==> src/rtl/motor_cmd_sequencer_pkg.sv <==
// Shared constants for the motor command sequencer: command-word field
// positions, turn codes and the sequencer state encoding.
package motor_cmd_pkg;

  localparam int TOGGLE_BIT = 7;
  localparam int IDX_MSB    = 6;
  localparam int IDX_LSB    = 4;
  localparam int TURN_MSB   = 3;
  localparam int TURN_LSB   = 2;

  localparam logic [1:0] TURN_NOP   = 2'b00;
  localparam logic [1:0] TURN_CW90  = 2'b01;
  localparam logic [1:0] TURN_180   = 2'b10;
  localparam logic [1:0] TURN_CCW90 = 2'b11;

  typedef enum logic [2:0] {
    ST_IDLE,
    ST_SETUP,
    ST_STEP_HI,
    ST_STEP_LO,
    ST_FINISH
  } state_t;

endpackage

==> src/rtl/motor_cmd_sequencer_if.sv <==
// HPS-facing bundle: PIO command word in, stepper driver lines and status out.
interface motor_cmd_sequencer_if #(
  parameter int NUM_MOTORS = 6
);

  logic [7:0]            cmd_word;
  logic [NUM_MOTORS-1:0] step;
  logic [NUM_MOTORS-1:0] dir;
  logic [NUM_MOTORS-1:0] enable_n;
  logic                  busy;
  logic                  done_toggle;
  logic                  err_invalid;
  logic                  err_overrun;

  modport master (
    output cmd_word,
    input  step, dir, enable_n, busy, done_toggle, err_invalid, err_overrun
  );

  modport slave (
    input  cmd_word,
    output step, dir, enable_n, busy, done_toggle, err_invalid, err_overrun
  );

endinterface

==> src/rtl/motor_cmd_sequencer_step_timer.sv <==
// Loadable down-counter; tc_o is high while the count sits at zero.
module step_timer #(
  parameter int W = 8
) (
  input  logic         clk_clk,
  input  logic         reset_reset_n,
  input  logic         load_i,
  input  logic [W-1:0] load_val_i,
  output logic         tc_o
);

  logic [W-1:0] cnt_q;
  logic [W-1:0] cnt_d;

  always_comb begin
    cnt_d = cnt_q;
    if (load_i) begin
      cnt_d = load_val_i;
    end else if (cnt_q != '0) begin
      cnt_d = cnt_q - 1'b1;
    end
  end

  always_ff @(posedge clk_clk or negedge reset_reset_n) begin
    if (!reset_reset_n) begin
      cnt_q <= '0;
    end else begin
      cnt_q <= cnt_d;
    end
  end

  assign tc_o = (cnt_q == '0);

endmodule

==> src/rtl/motor_cmd_sequencer.sv <==
// Turns toggle-qualified PIO command words into step/dir pulse trains for one
// of the face steppers, reporting completion via done_toggle and error flags.
//
//   state      | meaning
//   IDLE       | waiting for a toggle change on the registered command word
//   SETUP      | dir/enable applied, waiting DIR_SETUP cycles before first edge
//   STEP_HI    | step line of the selected motor high for a half period
//   STEP_LO    | step line low for a half period, then count one step
//   FINISH     | one cycle after done_toggle flips; new toggles here are overruns
module motor_cmd_sequencer
  import motor_cmd_pkg::*;
#(
  parameter int NUM_MOTORS        = 6,
  parameter int STEPS_PER_QUARTER = 50,
  parameter int STEP_HALF_PERIOD  = 25000,
  parameter int DIR_SETUP         = 250
) (
  input logic                  clk_clk,
  input logic                  reset_reset_n,
  motor_cmd_sequencer_if.slave cmd_if
);

  localparam int CNT_W   = $clog2(2 * STEPS_PER_QUARTER + 1);
  localparam int TMR_MAX = (DIR_SETUP > STEP_HALF_PERIOD) ? DIR_SETUP : STEP_HALF_PERIOD;
  localparam int TMR_W   = $clog2(TMR_MAX + 1);
  localparam logic [TMR_W-1:0] SETUP_LOAD = TMR_W'(DIR_SETUP - 1);
  localparam logic [TMR_W-1:0] HALF_LOAD  = TMR_W'(STEP_HALF_PERIOD - 1);

  state_t                state_q;
  logic [7:2]            cmd_q;
  logic                  toggle_q;
  logic [NUM_MOTORS-1:0] mask_q;
  logic [CNT_W-1:0]      steps_q;
  logic [NUM_MOTORS-1:0] step_q;
  logic [NUM_MOTORS-1:0] dir_q;
  logic [NUM_MOTORS-1:0] en_n_q;
  logic                  busy_q;
  logic                  done_q;
  logic                  err_inv_q;
  logic                  err_ovr_q;

  logic                  new_cmd;
  logic [2:0]            cmd_idx;
  logic [1:0]            cmd_turn;
  logic                  idx_valid;
  logic [NUM_MOTORS-1:0] cmd_mask;
  logic [CNT_W-1:0]      cmd_steps;
  logic                  tmr_load;
  logic [TMR_W-1:0]      tmr_val;
  logic                  tmr_tc;
  logic                  unused_rsvd;

  // Reserved command bits are never registered.
  assign unused_rsvd = ^cmd_if.cmd_word[1:0];

  assign new_cmd   = (cmd_q[TOGGLE_BIT] != toggle_q);
  assign cmd_idx   = cmd_q[IDX_MSB:IDX_LSB];
  assign cmd_turn  = cmd_q[TURN_MSB:TURN_LSB];
  assign idx_valid = (int'(cmd_idx) < NUM_MOTORS);
  assign cmd_mask  = NUM_MOTORS'(1) << cmd_idx;

  always_comb begin
    cmd_steps = CNT_W'(STEPS_PER_QUARTER);
    unique case (cmd_turn)
      TURN_NOP: cmd_steps = '0;
      TURN_180: cmd_steps = CNT_W'(2 * STEPS_PER_QUARTER);
      default:  cmd_steps = CNT_W'(STEPS_PER_QUARTER);
    endcase
  end

  always_comb begin
    tmr_load = 1'b0;
    tmr_val  = HALF_LOAD;
    unique case (state_q)
      ST_IDLE: begin
        if (new_cmd && idx_valid && (cmd_steps != '0)) begin
          tmr_load = 1'b1;
          tmr_val  = SETUP_LOAD;
        end
      end
      ST_SETUP, ST_STEP_HI, ST_STEP_LO: tmr_load = tmr_tc;
      default: tmr_load = 1'b0;
    endcase
  end

  step_timer #(.W(TMR_W)) u_timer (
    .clk_clk       (clk_clk),
    .reset_reset_n (reset_reset_n),
    .load_i        (tmr_load),
    .load_val_i    (tmr_val),
    .tc_o          (tmr_tc)
  );

  always_ff @(posedge clk_clk or negedge reset_reset_n) begin
    if (!reset_reset_n) begin
      state_q   <= ST_IDLE;
      cmd_q     <= '0;
      toggle_q  <= 1'b0;
      mask_q    <= '0;
      steps_q   <= '0;
      step_q    <= '0;
      dir_q     <= '0;
      en_n_q    <= '1;
      busy_q    <= 1'b0;
      done_q    <= 1'b0;
      err_inv_q <= 1'b0;
      err_ovr_q <= 1'b0;
    end else begin
      cmd_q <= cmd_if.cmd_word[7:2];
      if (new_cmd) begin
        toggle_q <= cmd_q[TOGGLE_BIT];
      end
      // Anything outside IDLE, FINISH included, counts as busy for new toggles.
      if (new_cmd && (state_q != ST_IDLE)) begin
        err_ovr_q <= 1'b1;
      end

      unique case (state_q)
        ST_IDLE: begin
          if (new_cmd) begin
            if (!idx_valid) begin
              err_inv_q <= 1'b1;
              done_q    <= ~done_q;
              state_q   <= ST_FINISH;
            end else if (cmd_steps == '0) begin
              err_inv_q <= 1'b0;
              err_ovr_q <= 1'b0;
              done_q    <= ~done_q;
              state_q   <= ST_FINISH;
            end else begin
              mask_q    <= cmd_mask;
              steps_q   <= cmd_steps;
              dir_q     <= (cmd_turn == TURN_CCW90) ? (dir_q & ~cmd_mask) : (dir_q | cmd_mask);
              en_n_q    <= en_n_q & ~cmd_mask;
              busy_q    <= 1'b1;
              err_inv_q <= 1'b0;
              err_ovr_q <= 1'b0;
              state_q   <= ST_SETUP;
            end
          end
        end
        ST_SETUP: begin
          if (tmr_tc) begin
            step_q  <= step_q | mask_q;
            state_q <= ST_STEP_HI;
          end
        end
        ST_STEP_HI: begin
          if (tmr_tc) begin
            step_q  <= step_q & ~mask_q;
            state_q <= ST_STEP_LO;
          end
        end
        ST_STEP_LO: begin
          if (tmr_tc) begin
            steps_q <= steps_q - 1'b1;
            if (steps_q == CNT_W'(1)) begin
              busy_q  <= 1'b0;
              done_q  <= ~done_q;
              en_n_q  <= en_n_q | mask_q;
              state_q <= ST_FINISH;
            end else begin
              step_q  <= step_q | mask_q;
              state_q <= ST_STEP_HI;
            end
          end
        end
        ST_FINISH: state_q <= ST_IDLE;
        default:   state_q <= ST_IDLE;
      endcase
    end
  end

  assign cmd_if.step        = step_q;
  assign cmd_if.dir         = dir_q;
  assign cmd_if.enable_n    = en_n_q;
  assign cmd_if.busy        = busy_q;
  assign cmd_if.done_toggle = done_q;
  assign cmd_if.err_invalid = err_inv_q;
  assign cmd_if.err_overrun = err_ovr_q;

endmodule

==> src/flat_wrapper.sv <==
// flat-port wrapper written by rule: the top's interface ports become plain ports
module motor_cmd_sequencer_flat import motor_cmd_pkg::*;
#(
  parameter int NUM_MOTORS        = 6,
  parameter int STEPS_PER_QUARTER = 50,
  parameter int STEP_HALF_PERIOD  = 25000,
  parameter int DIR_SETUP         = 250
)
  (clk_clk, reset_reset_n, cmd_if_cmd_word, cmd_if_step, cmd_if_dir, cmd_if_enable_n, cmd_if_busy, cmd_if_done_toggle, cmd_if_err_invalid, cmd_if_err_overrun);
  motor_cmd_sequencer_if #(.NUM_MOTORS(NUM_MOTORS)) cmd_if_i ();
  input logic clk_clk;
  input logic reset_reset_n;
  input wire logic [$bits(cmd_if_i.cmd_word)-1:0] cmd_if_cmd_word;
  output wire logic [$bits(cmd_if_i.step)-1:0] cmd_if_step;
  output wire logic [$bits(cmd_if_i.dir)-1:0] cmd_if_dir;
  output wire logic [$bits(cmd_if_i.enable_n)-1:0] cmd_if_enable_n;
  output wire logic [$bits(cmd_if_i.busy)-1:0] cmd_if_busy;
  output wire logic [$bits(cmd_if_i.done_toggle)-1:0] cmd_if_done_toggle;
  output wire logic [$bits(cmd_if_i.err_invalid)-1:0] cmd_if_err_invalid;
  output wire logic [$bits(cmd_if_i.err_overrun)-1:0] cmd_if_err_overrun;
  assign cmd_if_i.cmd_word = cmd_if_cmd_word;
  assign cmd_if_step = cmd_if_i.step;
  assign cmd_if_dir = cmd_if_i.dir;
  assign cmd_if_enable_n = cmd_if_i.enable_n;
  assign cmd_if_busy = cmd_if_i.busy;
  assign cmd_if_done_toggle = cmd_if_i.done_toggle;
  assign cmd_if_err_invalid = cmd_if_i.err_invalid;
  assign cmd_if_err_overrun = cmd_if_i.err_overrun;
  motor_cmd_sequencer #(.NUM_MOTORS(NUM_MOTORS), .STEPS_PER_QUARTER(STEPS_PER_QUARTER), .STEP_HALF_PERIOD(STEP_HALF_PERIOD), .DIR_SETUP(DIR_SETUP)) u_core (.clk_clk(clk_clk), .reset_reset_n(reset_reset_n), .cmd_if(cmd_if_i));
endmodule
==> config.mk <==
export PLATFORM = sky130hd
export DESIGN_NAME = motor_cmd_sequencer_flat
export DESIGN_NICKNAME = d
export VERILOG_FILES = /design/src/rtl/motor_cmd_sequencer_pkg.sv /design/src/rtl/motor_cmd_sequencer_if.sv /design/src/rtl/motor_cmd_sequencer_step_timer.sv /design/src/rtl/motor_cmd_sequencer.sv /design/src/flat_wrapper.sv
export SDC_FILE = /design/constraint.sdc
export NUM_CORES = 1
export LEC_CHECK = 0
export ABC_AREA = 1
export BUFFER_PORTS_ARGS = -buffer_cell sky130_fd_sc_hd__buf_4
export CELL_PAD_IN_SITES_DETAIL_PLACEMENT = 2
export CELL_PAD_IN_SITES_GLOBAL_PLACEMENT = 2
export CORE_MARGIN = 2
export CORE_UTILIZATION = 32
export DETAILED_ROUTE_END_ITERATION = 7
export GPL_TIMING_DRIVEN = 1
export PLACE_DENSITY = 0.75
export SLEW_MARGIN = 10
export SYNTH_ARGS = -nofsm -noshare
export SYNTH_HDL_FRONTEND = slang
export SYNTH_SLANG_ARGS = --single-unit
==> constraint.sdc <==
create_clock -name clk_clk -period 1.57 [get_ports clk_clk]
set_input_delay 0.0785 -clock clk_clk [delete_from_list [all_inputs] [get_ports clk_clk]]
set_output_delay 0.0785 -clock clk_clk [all_outputs]
set_load 0.1 [all_outputs]
Yosys cells after proc, flatten, opt, wreduce, memory -nomap -nowiden
Cells that the tools add are included. Widths: inputs -> output; s select.

Input port bits: 10. Register bits: 60. Output and inout port bits: 22. Word-level logic and storage cells: 113.

Equality and inequality tests: 16. Magnitude comparators: 1. Mux-type cells: 49. Reductions and logical operators: 21. Add/sub/neg operators: 2. Bitwise logic cells: 10. Shifts and indexed selects: 1.

Operators by type and width (number): $mux 15 (4); $mux 6 (10); $mux 7 (4); $pmux 7 s2 (2); $mux 3 (7); $and 6x6->6 (3); $or 6x6->6 (3); $pmux 6 s3 (1); $mux 1 (16); $logic_not 15->1 (1); $reduce_and 5->1 (3); $reduce_bool 15->1 (1); $sub 15x1->15 const B (1); $ne 2x1->1 const B (6); $not 6->6 (2); $pmux 3 s4 (1); $pmux 6 s2 (1); $reduce_and 4->1 (2); $eq 7x1->1 const B (1); $logic_not 7->1 (1); $reduce_bool 7->1 (1); $sub 7x1->7 const B (1); $eq 3x2->1 const B (2); $pmux 1 s2 (3); 16 further kinds (23).

Longest topological paths before layout
Depth after elaboration: 7. Mapped depth: 10. Depth with buffers taken out: 10.

Cells and area by module
A second synthesis with hierarchy kept.

Cells, all modules: 428. Area total of the unflattened synthesis: 3283.1 µm².

Modules (own cells, without submodules): motor_cmd_sequencer (area an instance 2185.8 µm², instances 1, sequential area each 1133.6 µm², cells an instance 274); step_timer (area an instance 1097.3 µm², instances 1, sequential area each 375.4 µm², cells an instance 154).

Worst setup path after synthesis
Ideal clock, no wire load.

Path type: register to register. From: register u_core.u_timer.cnt_q[0]. To: register u_core.done_q, in the netlist u_core.cmd_if.done_toggle. Library setup time: 0.122 ns. Data required time: 1.448 ns. Stages on the path, launching flop included: 10. Path buffers: 0. Path slack: -0.013 ns. Period minus slack after synthesis: 1.583 ns. Data arrival time: 1.461 ns. Cells stage by stage: dfrtp_1 -> inv_1 -> ha_1 -> nand2_4 -> nor2_8 -> nand2_4 -> a21boi_4 -> nand2_2 -> nand2_1 -> nand2_1.

Longest elaborated chain between the ends: 3.

RTL lines: from (decl) (RTL line motor_cmd_sequencer_step_timer.sv:12) `logic [W-1:0] cnt_q;`; from (signal assigned) (RTL line motor_cmd_sequencer_step_timer.sv:28) `cnt_q <= cnt_d;`; $logic_not 15->1 (RTL line motor_cmd_sequencer_step_timer.sv:32) `assign tc_o = (cnt_q == '0);`; $ne 2x1->1 (no line); $reduce_and 5->1 (no line); to (signal assigned) (RTL line motor_cmd_sequencer.sv:123) `done_q <= ~done_q;`; to (signal assigned) (RTL line motor_cmd_sequencer.sv:128) `done_q <= ~done_q;`; to (signal assigned) (RTL line motor_cmd_sequencer.sv:159) `done_q <= ~done_q;`; to (decl) (RTL line motor_cmd_sequencer.sv:38) `logic done_q;`.

Every way passes these cells. A chain may end at the register's enable or synchronous reset.

Worst setup path in the final report
From: register u_core.u_timer.cnt_q[1]. To: register u_core.en_n_q[1], in the netlist u_core.cmd_if.enable_n[1].

Longest elaborated chain between the ends: 3.

RTL lines: $logic_not 15->1 (RTL line motor_cmd_sequencer_step_timer.sv:32); $ne 2x1->1 (no line); $reduce_and 6->1 (no line); to (signal assigned) (RTL line motor_cmd_sequencer.sv:134) `en_n_q <= en_n_q & ~cmd_mask;`; to (signal assigned) (RTL line motor_cmd_sequencer.sv:160) `en_n_q <= en_n_q | mask_q;`; to (decl) (RTL line motor_cmd_sequencer.sv:36) `logic [NUM_MOTORS-1:0] en_n_q;`.

Every way passes these cells.

==> impl_results.md <==
* Number of nets produced by synthesis at 392
* Crit Path Category: register to register
* Routed Antenna Nets at 0
* Crit start category: register
* 1st-iter DRT viols at 100
* Worst VDD drop at 1.15 mV
* Top achievable clock speed at 554 MHz
* Critical Path RT at 1.87 ns
* Detailed placement HPWL at 7.59 mm
* Period minus WS final at 1.81 ns
* Worst hold path class: primary input to async pin
* WL/cell at 25.1 um
* Post-synthesis mux area share at 0%
* Tcrit/Tclk final at 115%
* #FFs+latches synth at 60
* Max Cap Viol at 0
* CTS Buffer Depth at 2
* Synth top area cells: dfrtp_1, nand2_1, nand3_1
* Core footprint at 9330 um2
* Final WS setup at -0.236 ns
* CP endpoint kind: register
* Avg Synthesized Cell Area at 8.23 um2
* Via count at 3,243
* Initial Util at 33.4%
* # setup viols final at 46
* CTS tree: built
* Worst EP arrival at 2.10 ns
* Tot GR Track Use at 26.6%
* Status: finished with violations
* Total chip power at 7790 uW
* Clock Sinks at 60
* Drt drc at 0
* Pleak at 0.00246 uW
* Die height at 103 um
* Post-synth top area share at 43.4%
* Clk_lat worst skew at 0.37 ns
* Synth unique cells at 33
* Final Cell Area at 4820 um2
* Initial antenna violation count at 0
* Share of cells above drive strength 1 at 45.9%
* Nets at 510
* YS warnings at 0
* Commonest cells after routing, fill and taps aside: buf_4, nand2_1, dfrtp_1
* Via/cell ratio at 5.15
* First-pass GRT wire length at 20.6 mm
* Slew Limit Fails at 0
* Most common cell after layout, fill and taps aside: buf_4
* GRT overflow at 0
* Port Buffers at 29
* Worst-Margin Slew at 0.477 ns
* Post-Synthesis Cells at 378
* Endpoints failing hold at 0
* DIE AREA at 10,500 um2
* Placed Area at 3880 um2
* CTS clock-pin slew for the worst setup and hold paths at 0.09 ns
* Setup Skew at 0.0186 ns
* RSZ-0062 raised after global routing: true
* N_diodes at 0
* Violated checks: setup timing
* DRT Wirelength at 15.8 mm
* RePlAce Congestion at 0.791
* Die W at 103 um
* Largest fanout on the critical path at 7
* Slew headroom at 67.9%
* I/O Pins at 32
* Adder-Cell Fraction of Synth Area at 1.61%
* Synth area leader: dfrtp_1
* CTS HTree Levels at 3
* Pre-CTS setup slack at -0.0898 ns
* Main combinational cell family by area after synthesis: simple AND/OR/NAND/NOR gates
* Post-Syn Area at 3110 um2
* Largest net degree at the start of global routing at 33
* Synth Area in Simple Gates at 33.3%
* Power per cell area at 1620 nW/um2
* Sequential-to-total area share from yosys stat at 48.5%
* Total CTS buffers at 9
* Synth Area in XOR/XNOR at 3.38%
* Root buf cell: clkbuf_8
* Std-Cell Rows at 35
* TritonRoute pass-1 iters at 4
* Layout area overhead at 54.8%
* Synth Area in Compound Gates at 7.04%
* Number of global-route vias before repair at 3,621
-- through the flow --
step	cells	utilization [%]	TNS, ns	hold slack [ns]
2_1_floorplan	378	-	0	-0.217
3_3_place_gp	584	41.6	0	0.0318
3_5_place_dp	584	41.6	-1.06	0.0389
4_1_cts	616	46.7	-0.158	0.204
5_1_grt	630	51.7	-6.11	0.236
6_report	630	51.7	-4.35	0.200
-- worst max-delay path, cell delays in order, from the launching register on --
cell	delay (ns)
dfrtp_1	0.41
inv_2	0.10
ha_4	0.16
nand2_4	0.08
nor2_8	0.19
buf_6	0.13
nand3_4	0.10
nand2_8	0.13
buf_6	0.14
nand3_1	0.11
nand2_1	0.18
-- layer usage --
metal	global-route usage (%)	wire [um]	up-vias
met5	0	0	-
li1	-	-	1449
met1	31.3	6180	1642
met3	4.61	541	53
met4	8.41	773	0
met2	49.1	8300	99
-- worst paths after layout --
| path | cells after the start | slack [ns] | to | from |
|---|---|---|---|---|
| max | 10 | -0.24 | u_core.cmd_if.enable_n[1] | u_core.u_timer.cnt_q[1] |
| min | 2 | 0.20 | u_core.steps_q[4] | reset_reset_n |
| max reg2reg | 10 | -0.24 | u_core.cmd_if.enable_n[1] | u_core.u_timer.cnt_q[1] |
| min reg2reg | 0 | 0.43 | u_core.toggle_q | u_core.cmd_q[7] |
| max in group asynchronous | 3 | 0.77 | u_core.cmd_if.enable_n[0] | reset_reset_n |
| min in group clk_clk | 2 | 0.36 | u_core.cmd_q[3] | cmd_if_cmd_word[3] |
-- timing repair --
action                                  in CTS  in global routing
pin swaps                                   18                 31
buffers inserted                             9                 12
gates cloned                                 0                  2
endpoints found under the setup margin      38                 51
hold endpoints to repair                    34                  0
gates resized for setup                     28                 91
hold buffers                                 7                  0
-- report_power, final --
group | switching (uW) | internal [uW]
Sequential | 379 | 1880
Combinational | 2470 | 1260
Clock | 767 | 1030
Total | 3620 | 4180
-- logic make-up after synthesis --
kind of cell / after synthesis
simple gates: 215
flops: 60
buf+inv: 48
compound gates: 39
xor+xnor: 12
fa+ha+maj: 4
-- cell usage after synthesis --
cell and instances:
a21boi_4 1, a21oi_1 7, a21oi_2 1, buf_4 1, buf_6 1, clkbuf_1 2, dfrtp_1 54, dfstp_2 6
ha_1 4, inv_1 37, inv_2 7, nand2_1 105, nand2_2 4, nand2_4 4, nand3_1 42, nand3_2 2
nand3_4 2, nand3b_1 3, nand4_1 3, nor2_1 32, nor2_2 3, nor2_4 2, nor2_8 2, nor3_1 4
nor3b_1 1, o211ai_1 1, o21ai_0 18, o21ai_1 9, o22ai_1 1, o31ai_1 1, or2_1 6, xnor2_1 6
xor2_1 6
-- area by class of cell --
cell class                 count  area (um2)
clock buffer                  13         169
clock inverter                 3        68.8
fill                         983        4510
inverter                      44         180
multi-input combinational    270        1760
sequential                    60        1510
tap                          129         161
timing repair buffer         111         965
(Power assumes the default switching activity.)
